[config.mk]
export PLATFORM = sky130hd
export DESIGN_NAME = vga_pattern_gen
export DESIGN_NICKNAME = d
export VERILOG_FILES = /design/src/rtl/vga_pattern_gen.sv
export SDC_FILE = /design/constraint.sdc
export NUM_CORES = 1
export LEC_CHECK = 0
export CELL_PAD_IN_SITES_DETAIL_PLACEMENT = 1
export CELL_PAD_IN_SITES_GLOBAL_PLACEMENT = 2
export CORE_MARGIN = 2
export CORE_UTILIZATION = 32
export CTS_CLUSTER_SIZE = 24
export DETAILED_ROUTE_END_ITERATION = 10
export GPL_TIMING_DRIVEN = 0
export PLACE_DENSITY_LB_ADDON = 0.1
export SETUP_SLACK_MARGIN = 0.15
export SLEW_MARGIN = 20
export SYNTH_ARGS = -nofsm -noshare
export SYNTH_HDL_FRONTEND = slang
export SYNTH_SLANG_ARGS = --single-unit
[constraint.sdc]
create_clock -name clk -period 4.3 [get_ports clk]
set_input_delay 1.075 -clock clk [delete_from_list [all_inputs] [get_ports clk]]
set_output_delay 1.075 -clock clk [all_outputs]
set_load 0.02 [all_outputs]
[src/rtl/vga_pattern_gen.sv]
// vga_pattern_gen: parametrised VGA sync timing plus black / colour-bar / checkerboard / gradient patterns.
// Optional macro VGA_BORDER_EN paints the outermost active pixel ring full-scale white.
module vga_pattern_gen #(
    parameter int   H_ACTIVE   = 800,
    parameter int   H_FP       = 40,
    parameter int   H_SYNC     = 128,
    parameter int   H_BP       = 88,
    parameter int   V_ACTIVE   = 600,
    parameter int   V_FP       = 1,
    parameter int   V_SYNC     = 4,
    parameter int   V_BP       = 23,
    parameter logic HS_POL     = 1'b1,
    parameter logic VS_POL     = 1'b1,
    parameter int   CLK_DIV    = 2,
    parameter int   COLOR_W    = 4,
    parameter int   CHECK_LOG2 = 5
) (
    input  logic               clk,
    input  logic               rst,
    input  logic [1:0]         mode,
    input  logic [2:0]         controllers,
    output logic               hsync,
    output logic               vsync,
    output logic [COLOR_W-1:0] red,
    output logic [COLOR_W-1:0] green,
    output logic [COLOR_W-1:0] blue,
    output logic               de,
    output logic [15:0]        hcount,
    output logic [15:0]        vcount,
    output logic               pix_en,
    output logic               frame_start
);

    localparam int H_TOTAL = H_ACTIVE + H_FP + H_SYNC + H_BP;
    localparam int V_TOTAL = V_ACTIVE + V_FP + V_SYNC + V_BP;
    localparam int BAR_W   = H_ACTIVE / 8;
    localparam int DIV_W   = (CLK_DIV > 1) ? $clog2(CLK_DIV) : 1;

    logic [DIV_W-1:0]   div_cnt;
    logic [7:0]         frame_cnt;
    logic [1:0]         mode_q;
    logic [15:0]        bar_sub;
    logic [2:0]         bar_idx;
    logic               h_last, v_last;
    logic               hs_act, vs_act, active;
    logic [2:0]         bar_rgb;
    logic [COLOR_W-1:0] pat_r, pat_g, pat_b, pat_lvl;

    assign pix_en      = (div_cnt == DIV_W'(CLK_DIV - 1));
    assign h_last      = (hcount == 16'(H_TOTAL - 1));
    assign v_last      = (vcount == 16'(V_TOTAL - 1));
    assign frame_start = pix_en && h_last && v_last;

    always_ff @(posedge clk) begin
        if (rst || pix_en) div_cnt <= '0;
        else               div_cnt <= div_cnt + DIV_W'(1);
    end

    // Raster counters, frame bookkeeping and the divider-free bar tracker.
    always_ff @(posedge clk) begin
        if (rst) begin
            hcount    <= '0;
            vcount    <= '0;
            mode_q    <= '0;
            frame_cnt <= '0;
            bar_sub   <= '0;
            bar_idx   <= '0;
        end else if (pix_en) begin
            hcount <= h_last ? 16'd0 : hcount + 16'd1;
            if (h_last) vcount <= v_last ? 16'd0 : vcount + 16'd1;
            if (frame_start) begin
                mode_q    <= mode;
                frame_cnt <= frame_cnt + 8'd1;
            end
            if (h_last) begin
                bar_sub <= '0;
                bar_idx <= '0;
            end else if (bar_sub == 16'(BAR_W - 1)) begin
                bar_sub <= '0;
                if (bar_idx != 3'd7) bar_idx <= bar_idx + 3'd1;
            end else begin
                bar_sub <= bar_sub + 16'd1;
            end
        end
    end

    assign hs_act = (hcount >= 16'(H_ACTIVE + H_FP)) && (hcount < 16'(H_ACTIVE + H_FP + H_SYNC));
    assign vs_act = (vcount >= 16'(V_ACTIVE + V_FP)) && (vcount < 16'(V_ACTIVE + V_FP + V_SYNC));
    assign active = (hcount < 16'(H_ACTIVE)) && (vcount < 16'(V_ACTIVE));
    assign pat_lvl = hcount[COLOR_W+1:2] + frame_cnt[COLOR_W-1:0];

    always_comb begin
        bar_rgb = 3'b000;
        pat_r   = '0;
        pat_g   = '0;
        pat_b   = '0;
        case (bar_idx)
            3'd0:    bar_rgb = 3'b111;
            3'd1:    bar_rgb = 3'b110;
            3'd2:    bar_rgb = 3'b011;
            3'd3:    bar_rgb = 3'b010;
            3'd4:    bar_rgb = 3'b101;
            3'd5:    bar_rgb = 3'b100;
            3'd6:    bar_rgb = 3'b001;
            default: bar_rgb = 3'b000;
        endcase
        case (mode_q)
            2'd1: begin
                pat_r = {COLOR_W{bar_rgb[2]}};
                pat_g = {COLOR_W{bar_rgb[1]}};
                pat_b = {COLOR_W{bar_rgb[0]}};
            end
            2'd2: begin
                pat_r = {COLOR_W{hcount[CHECK_LOG2] ^ vcount[CHECK_LOG2]}};
                pat_g = pat_r;
                pat_b = pat_r;
            end
            2'd3: begin
                pat_r = pat_lvl;
                pat_g = pat_lvl;
                pat_b = pat_lvl;
            end
            default: ;
        endcase
`ifdef VGA_BORDER_EN
        if (hcount == 16'd0 || hcount == 16'(H_ACTIVE - 1) ||
            vcount == 16'd0 || vcount == 16'(V_ACTIVE - 1)) begin
            pat_r = '1;
            pat_g = '1;
            pat_b = '1;
        end
`else
`endif
        // Blanking wins over everything, channel masking is the final stage.
        if (!active) begin
            pat_r = '0;
            pat_g = '0;
            pat_b = '0;
        end
        if (!controllers[0]) pat_r = '0;
        if (!controllers[1]) pat_g = '0;
        if (!controllers[2]) pat_b = '0;
    end

    always_ff @(posedge clk) begin
        if (rst) begin
            hsync <= ~HS_POL;
            vsync <= ~VS_POL;
            de    <= 1'b0;
            red   <= '0;
            green <= '0;
            blue  <= '0;
        end else if (pix_en) begin
            hsync <= hs_act ? HS_POL : ~HS_POL;
            vsync <= vs_act ? VS_POL : ~VS_POL;
            de    <= active;
            red   <= pat_r;
            green <= pat_g;
            blue  <= pat_b;
        end
    end

endmodule

==> flow_metrics.tcl, run 1 <==
set metrics [dict create \
    synth_area_mm2 0.00377 \
    synthXorXnorAreaFrac_pct 9.99 \
    slew_headroom_pct 36.1 \
    cts_sinks 73 \
    routed_via_density 5.19 \
    synth_edf_count 0 \
    crit_required_ns 3.22 \
    async_reset_ff_share_pct 0 \
    overflow 0 \
    synth.avg_cell_area_um2 8.47 \
    finalSetupViolCount 0 \
    totalPowerFinal_mw 1.42 \
    synthMuxAreaShare_pct 1.63 \
    rsz0062_at_grt "false" \
    post_drt_wl_per_cell_um 16.9 \
    hpwl_um 8280 \
    synth_seq_area_share_pct 38.8 \
    cts_max_level 3 \
    report.final.slew_viol_count 0 \
    critPathKind "flop to output port" \
    p_clk_share_pct 47.6 \
    root_buffer "clkbuf_16" \
    cts-resized-gates 0 \
    layout_common_cells "73 x dfxtp_1, 68 x nor2_1, 55 x clkdlybuf4s50_1" \
    cp_slowest_cell "clkdlybuf4s50_1" \
    grt_use_total_pct 18.5 \
    hold_path_class "flop to flop" \
    synthCells 445 \
    core_mm2 0.0115 \
    clock_skew_ns 0.00700 \
    critPathTopFamily "simple AND/OR/NAND/NOR gates" \
    final_antenna_net_count 0 \
    vdd_ir_drop_max_uv 200 \
    crit_buf_inv 1 \
    hold_violations 0 \
    fp.dieH_um 113 \
    whs_ns 0.451 \
    critPathArrivalTime_ns 2.59 \
    grt_max_degree 11 \
    slowest_delay_ns 0.62 \
    finalCriticalPeriod_ns 3.66 \
    switchingPower_mw 0.323 \
    cts_made_buffers 9 \
    fmax_ghz 0.273 \
    seq_power_share_pct 48.4 \
    drc 0 \
    diodes 0 \
    ios 56 \
    grt_pass1_wl_um 18300 \
    io_buffers 55 \
    synth-seq-cells 73 \
    num_vias 3403 \
    clock_latency_ns 0.35 \
    maxCapViolCount 0 \
    netSwitchingFraction_pct 22.7 \
    status "finished clean" \
    die_w_um 113 \
    worstPathCellList "ha_1 > nand2_1 > nor2_1 > nand3_4 > nor2_1 > clkdlybuf4s50_1" \
    fin_tns_setup_ns 0 \
    combPwrFrac_pct 4.0 \
    layout.nets 535 \
    drive_gt1_share_pct 6.63 \
    synth_top_family_by_area "simple AND/OR/NAND/NOR gates" \
    power.internal_mw 1.10 \
    layout_commonest_cell "dfxtp_1" \
    cts_setup_buffers 0 \
    timing.final.crit_share_pct 85.2 \
    initial_core_util_pct 32.9 \
    grt_pass1_vias 3544 \
    cp-start-kind "flop" \
    synth_warnings 0 \
    cp-end-kind "output port" \
    tritoncts "yes" \
    syn2layout_area_growth_pct 26.0 \
    p_leak_nw 1.65 \
    fp-row-count 39 \
    antenna_found_initial 0 \
    syn-num-nets 469 \
    ys_types 56 \
    powerDensity_mw_per_mm2 299 \
    synth_compound_area_share_pct 8.93 \
    final_util_pct 41.4 \
    dieArea_mm2 0.0127 \
    gp_congestion 0.766 \
    synth_fa_ha_area_share_pct 5.84 \
    dr.first_iter.drc_count 142 \
    yosys.area_share.simple_pct 30.1 \
    cts_buffer_depth 2 \
    crit_top_cell "nor2_1" \
    cts.reportedPaths.clkPinSlew_ns 0.05 \
    crit_fanout 7 \
    firstDrtPassIters 4 \
    cts_hold_buffers 0 \
    wirelength_um 11100 \
    synth_ff_type "dfxtp_1" \
    worst_pin_slew_ns 0.950 \
]
[area by class of cell]
class	instances	area (µm²)
fillers	1388	6720
clock buffers	12	246
repair buffers	55	551
plain buffers	19	111
well taps	143	179
multi-input cells	335	2130
flip-flops and latches	73	1460
clock inverters	1	5.00
inverters	18	67.6
[flip-flops by register name (all words and copies together) (netlist names)]
signal / cells
bar_idx: 3
bar_sub: 16
blue: 4
de: 1
frame_cnt: 4
green: 4
hcount: 16
hsync: 1
mode_q: 2
pix_en: 1
red: 4
vcount: 16
vsync: 1
[final timing paths]
path,startpoint,to,slack [ns],cells after the start
hold reg to reg,red[1],red[1],0.45,2
hold / removal,red[1],red[1],0.45,2
setup reg to reg,vcount[11],red[2],1.61,5
setup / recovery,hcount[0],frame_start,0.64,6
[metal layers]
| metal | routed length [µm] | share of wire [%] | vias up | global-route usage [%] |
|---|---|---|---|---|
| met4 | 163 | 1.5 | 0 | 6.18 |
| met5 | 0 | 0 | - | 0 |
| met2 | 5510 | 50 | 46 | 31.8 |
| met1 | 5060 | 46 | 1662 | 22.8 |
| li1 | - | - | 1683 | - |
| met3 | 359 | 3.2 | 12 | 4.32 |
[Yosys cell counts, types with 6 or more instances]
cell	number	area (µm²)
ha_1	16	200
a21oi_1	16	80.1
nor4_1	13	81.3
nor2_1	68	255
xnor2_1	22	193
nor3_1	13	65.1
xor2_1	21	184
and3_1	8	50.1
nand4_1	17	106
o21ai_0	16	80.1
dfxtp_1	73	1460
inv_1	17	63.8
nand2_1	39	146
nand3_1	23	115
and4_1	6	52.6
clkbuf_1	9	33.8
[through the flow]
stage	setup slack (ns)	area (µm²)	std cells
CTS	0.565	4750	656
floorplan	1.67	3770	445
finish	0.636	4750	656
detailed placement	0.919	4500	643
global placement	0.938	4500	643
global route	0.402	4750	656
[cells by family (layout without fill, tap and decap cells)]
group | Yosys count | count (layout)
compound gates | 54 | 54
mux | 6 | 6
xor+xnor | 43 | 43
fa+ha+maj | 17 | 17
buf+inv | 37 | 105
flops | 73 | 73
simple gates | 215 | 215
[power groups by stage]
stage	sequential (mW)	combinational, mW	clock (mW)
2_1_floorplan	0.705	0.0284	0
3_3_place_gp	0.703	0.0572	0
3_5_place_dp	0.703	0.0581	0
4_1_cts	0.688	0.0585	0.703
5_1_grt	0.689	0.0632	0.730
6_report	0.688	0.0571	0.677
[tightest hold or removal path, cell delays in order, from the launching register on]
cell	delay, ns
dfxtp_1	0.32
nand2_1	0.04
o21ai_0	0.06
Power figures use the tool's default switching activity.
==> run 2: changes to the inputs <==
--- a/config.mk
+++ b/config.mk
@@ -8,7 +8,7 @@
 export CELL_PAD_IN_SITES_DETAIL_PLACEMENT = 1
 export CELL_PAD_IN_SITES_GLOBAL_PLACEMENT = 2
 export CORE_MARGIN = 2
-export CORE_UTILIZATION = 32
+export CORE_UTILIZATION = 35
 export CTS_CLUSTER_SIZE = 24
 export DETAILED_ROUTE_END_ITERATION = 10
 export GPL_TIMING_DRIVEN = 0
==> flow_metrics.tcl, run 2 (same netlist as run 1, synthesis figures left out) <==
set metrics [dict create \
    status "finished clean" \
    cp_slowest_cell "clkdlybuf4s50_1" \
    cts_buffer_depth 2 \
    clock_skew_ns 0.0126 \
    overflow 0 \
    hold_violations 0 \
    critPathArrivalTime_ns 2.60 \
    routed_via_density 5.23 \
    io_buffers 55 \
    layout.nets 535 \
    cts-resized-gates 0 \
    grt_pass1_vias 3462 \
    grt_use_total_pct 19.2 \
    worstReg2RegEnd "green[0]" \
    fp-row-count 37 \
    crit_fanout 7 \
    cts_hold_buffers 0 \
    fp.dieH_um 108 \
    cts_setup_buffers 0 \
    crit_buf_inv 1 \
    layout_common_cells "73 x dfxtp_1, 68 x nor2_1, 55 x clkdlybuf4s50_1" \
    report.final.slew_viol_count 0 \
    syn2layout_area_growth_pct 25.2 \
    vdd_ir_drop_max_uv 132 \
    p_clk_share_pct 45.1 \
    reg.largest.list "bar_sub: 16 flops, hcount: 16 flops, vcount: 16 flops" \
    cts_sinks 73 \
    post_drt_wl_per_cell_um 16.4 \
    grt_pass1_wl_um 17600 \
    tritoncts "yes" \
    combPwrFrac_pct 4.2 \
    netSwitchingFraction_pct 22.7 \
    slowest_delay_ns 0.61 \
    powerDensity_mw_per_mm2 287 \
    firstDrtPassIters 4 \
    seq_area_mm2 0.00146 \
    worst_pin_slew_ns 0.731 \
    rsz0062_at_grt "false" \
    cts_made_buffers 9 \
    switchingPower_mw 0.307 \
    num_vias 3410 \
    drc 0 \
    cp-start-kind "flop" \
    cts_max_level 3 \
    totalPowerFinal_mw 1.35 \
    multi_input_area_mm2 0.00213 \
    grt_max_degree 13 \
    core_mm2 0.0104 \
    final_antenna_net_count 0 \
    gp_congestion 0.824 \
    crit_top_cell "nor2_1" \
    seq_power_share_pct 50.7 \
    finalCriticalPeriod_ns 3.68 \
    fmax_ghz 0.272 \
    slew_headroom_pct 50.8 \
    dieArea_mm2 0.0116 \
    root_buffer "clkbuf_8" \
    timing.final.crit_share_pct 85.5 \
    diodes 0 \
    worstPathCellList "ha_1 > nand2_1 > nor2_1 > nand3_4 > nor2_1 > clkdlybuf4s50_1" \
    maxCapViolCount 0 \
    hpwl_um 8010 \
    wirelength_um 10700 \
    clock_latency_ns 0.34 \
    critPathTopFamily "simple AND/OR/NAND/NOR gates" \
    hold_path_class "flop to flop" \
    cts.reportedPaths.clkPinSlew_ns 0.08 \
    drive_gt1_share_pct 7.36 \
    min-delay-start "red[0]" \
    crit_required_ns 3.22 \
    initial_core_util_pct 36.3 \
    r2r_slack_ns 1.80 \
    finalSetupViolCount 0 \
    critPathKind "flop to output port" \
    layout_commonest_cell "dfxtp_1" \
    ff2ff_path_depth 5 \
    fill_cells 1242 \
    worstHoldPathCells 2 \
    ios 56 \
    fin_tns_setup_ns 0 \
    dr.first_iter.drc_count 114 \
    min_to "red[0]" \
    p_leak_nw 1.63 \
    power.internal_mw 1.05 \
    antenna_found_initial 0 \
    die_w_um 108 \
    r2r-start "vcount[11]" \
    cp-end-kind "output port" \
]
-- run 2: cell count changes in the layout (fill, tap and decap cells not counted) --
cell	previous run	this run
bufinv_16	0	2
nor4_1	13	12
nor4_2	0	1
clkbuf_8	3	12
clkinv_2	1	0
clkbuf_16	9	0
clkinvlp_4	0	1
clkinv_4	0	1
-- run 2: worst max-delay path by stage --
stage                         start          end  slack (ns)  depth (start not counted)
after floorplan           hcount[0]  frame_start        1.67                          5
after global placement          rst      blue[1]        0.94                          6
after detailed placement        rst     green[0]        0.88                          6
after CTS                 hcount[3]  frame_start        0.58                          5
after global routing      hcount[0]  frame_start        0.46                          6
final                     hcount[0]  frame_start        0.62                          6
-- run 2: metrics by stage --
step	utilization (%)	std cells	cell area [µm²]	hold WS, ns	setup WS [ns]
5_1_grt	45.5	652	4720	0.482	0.463
2_1_floorplan	-	445	3770	0.468	1.67
4_1_cts	45.4	652	4710	0.463	0.583
6_report	45.5	652	4720	0.456	0.622
3_3_place_gp	43.3	636	4490	0.434	0.937
3_5_place_dp	43.3	636	4490	0.443	0.876
-- run 2: tightest hold or removal path, stage by stage, from the launching register on --
cell,delay (ns)
dfxtp_1,0.33
nand2_1,0.04
o21ai_0,0.05
-- run 2: area by class of cell --
type                            count  share of cell area, %
Clock inverter                      4                   1.62
Sequential cell                    73                   31.0
Inverter                           18                   1.43
Multi-Input combinational cell    335                   45.3
Timing Repair Buffer               55                   11.7
Clock buffer                       12                   3.08
Tap cell                          136                   3.61
Buffer                             19                   2.36
-- run 2: power by group through the flow --
stage          logic (mW)  registers, mW  clock network [mW]
3_3_place_gp       0.0565          0.703                   0
5_1_grt            0.0623          0.688               0.654
2_1_floorplan      0.0284          0.705                   0
4_1_cts            0.0573          0.687               0.628
3_5_place_dp       0.0567          0.703                   0
6_report           0.0565          0.687               0.611
-- run 2: metal layers --
layer / share of wire (%) / GRT usage [%] / wire length (µm) / up-vias
li1: - / - / - / 1685
met1: 47 / 25.2 / 5060 / 1666
met3: 2.2 / 2.42 / 232 / 14
met2: 49 / 32.2 / 5180 / 45
met4: 1.8 / 7.33 / 189 / 0
met5: 0 / 0 / 0 / -
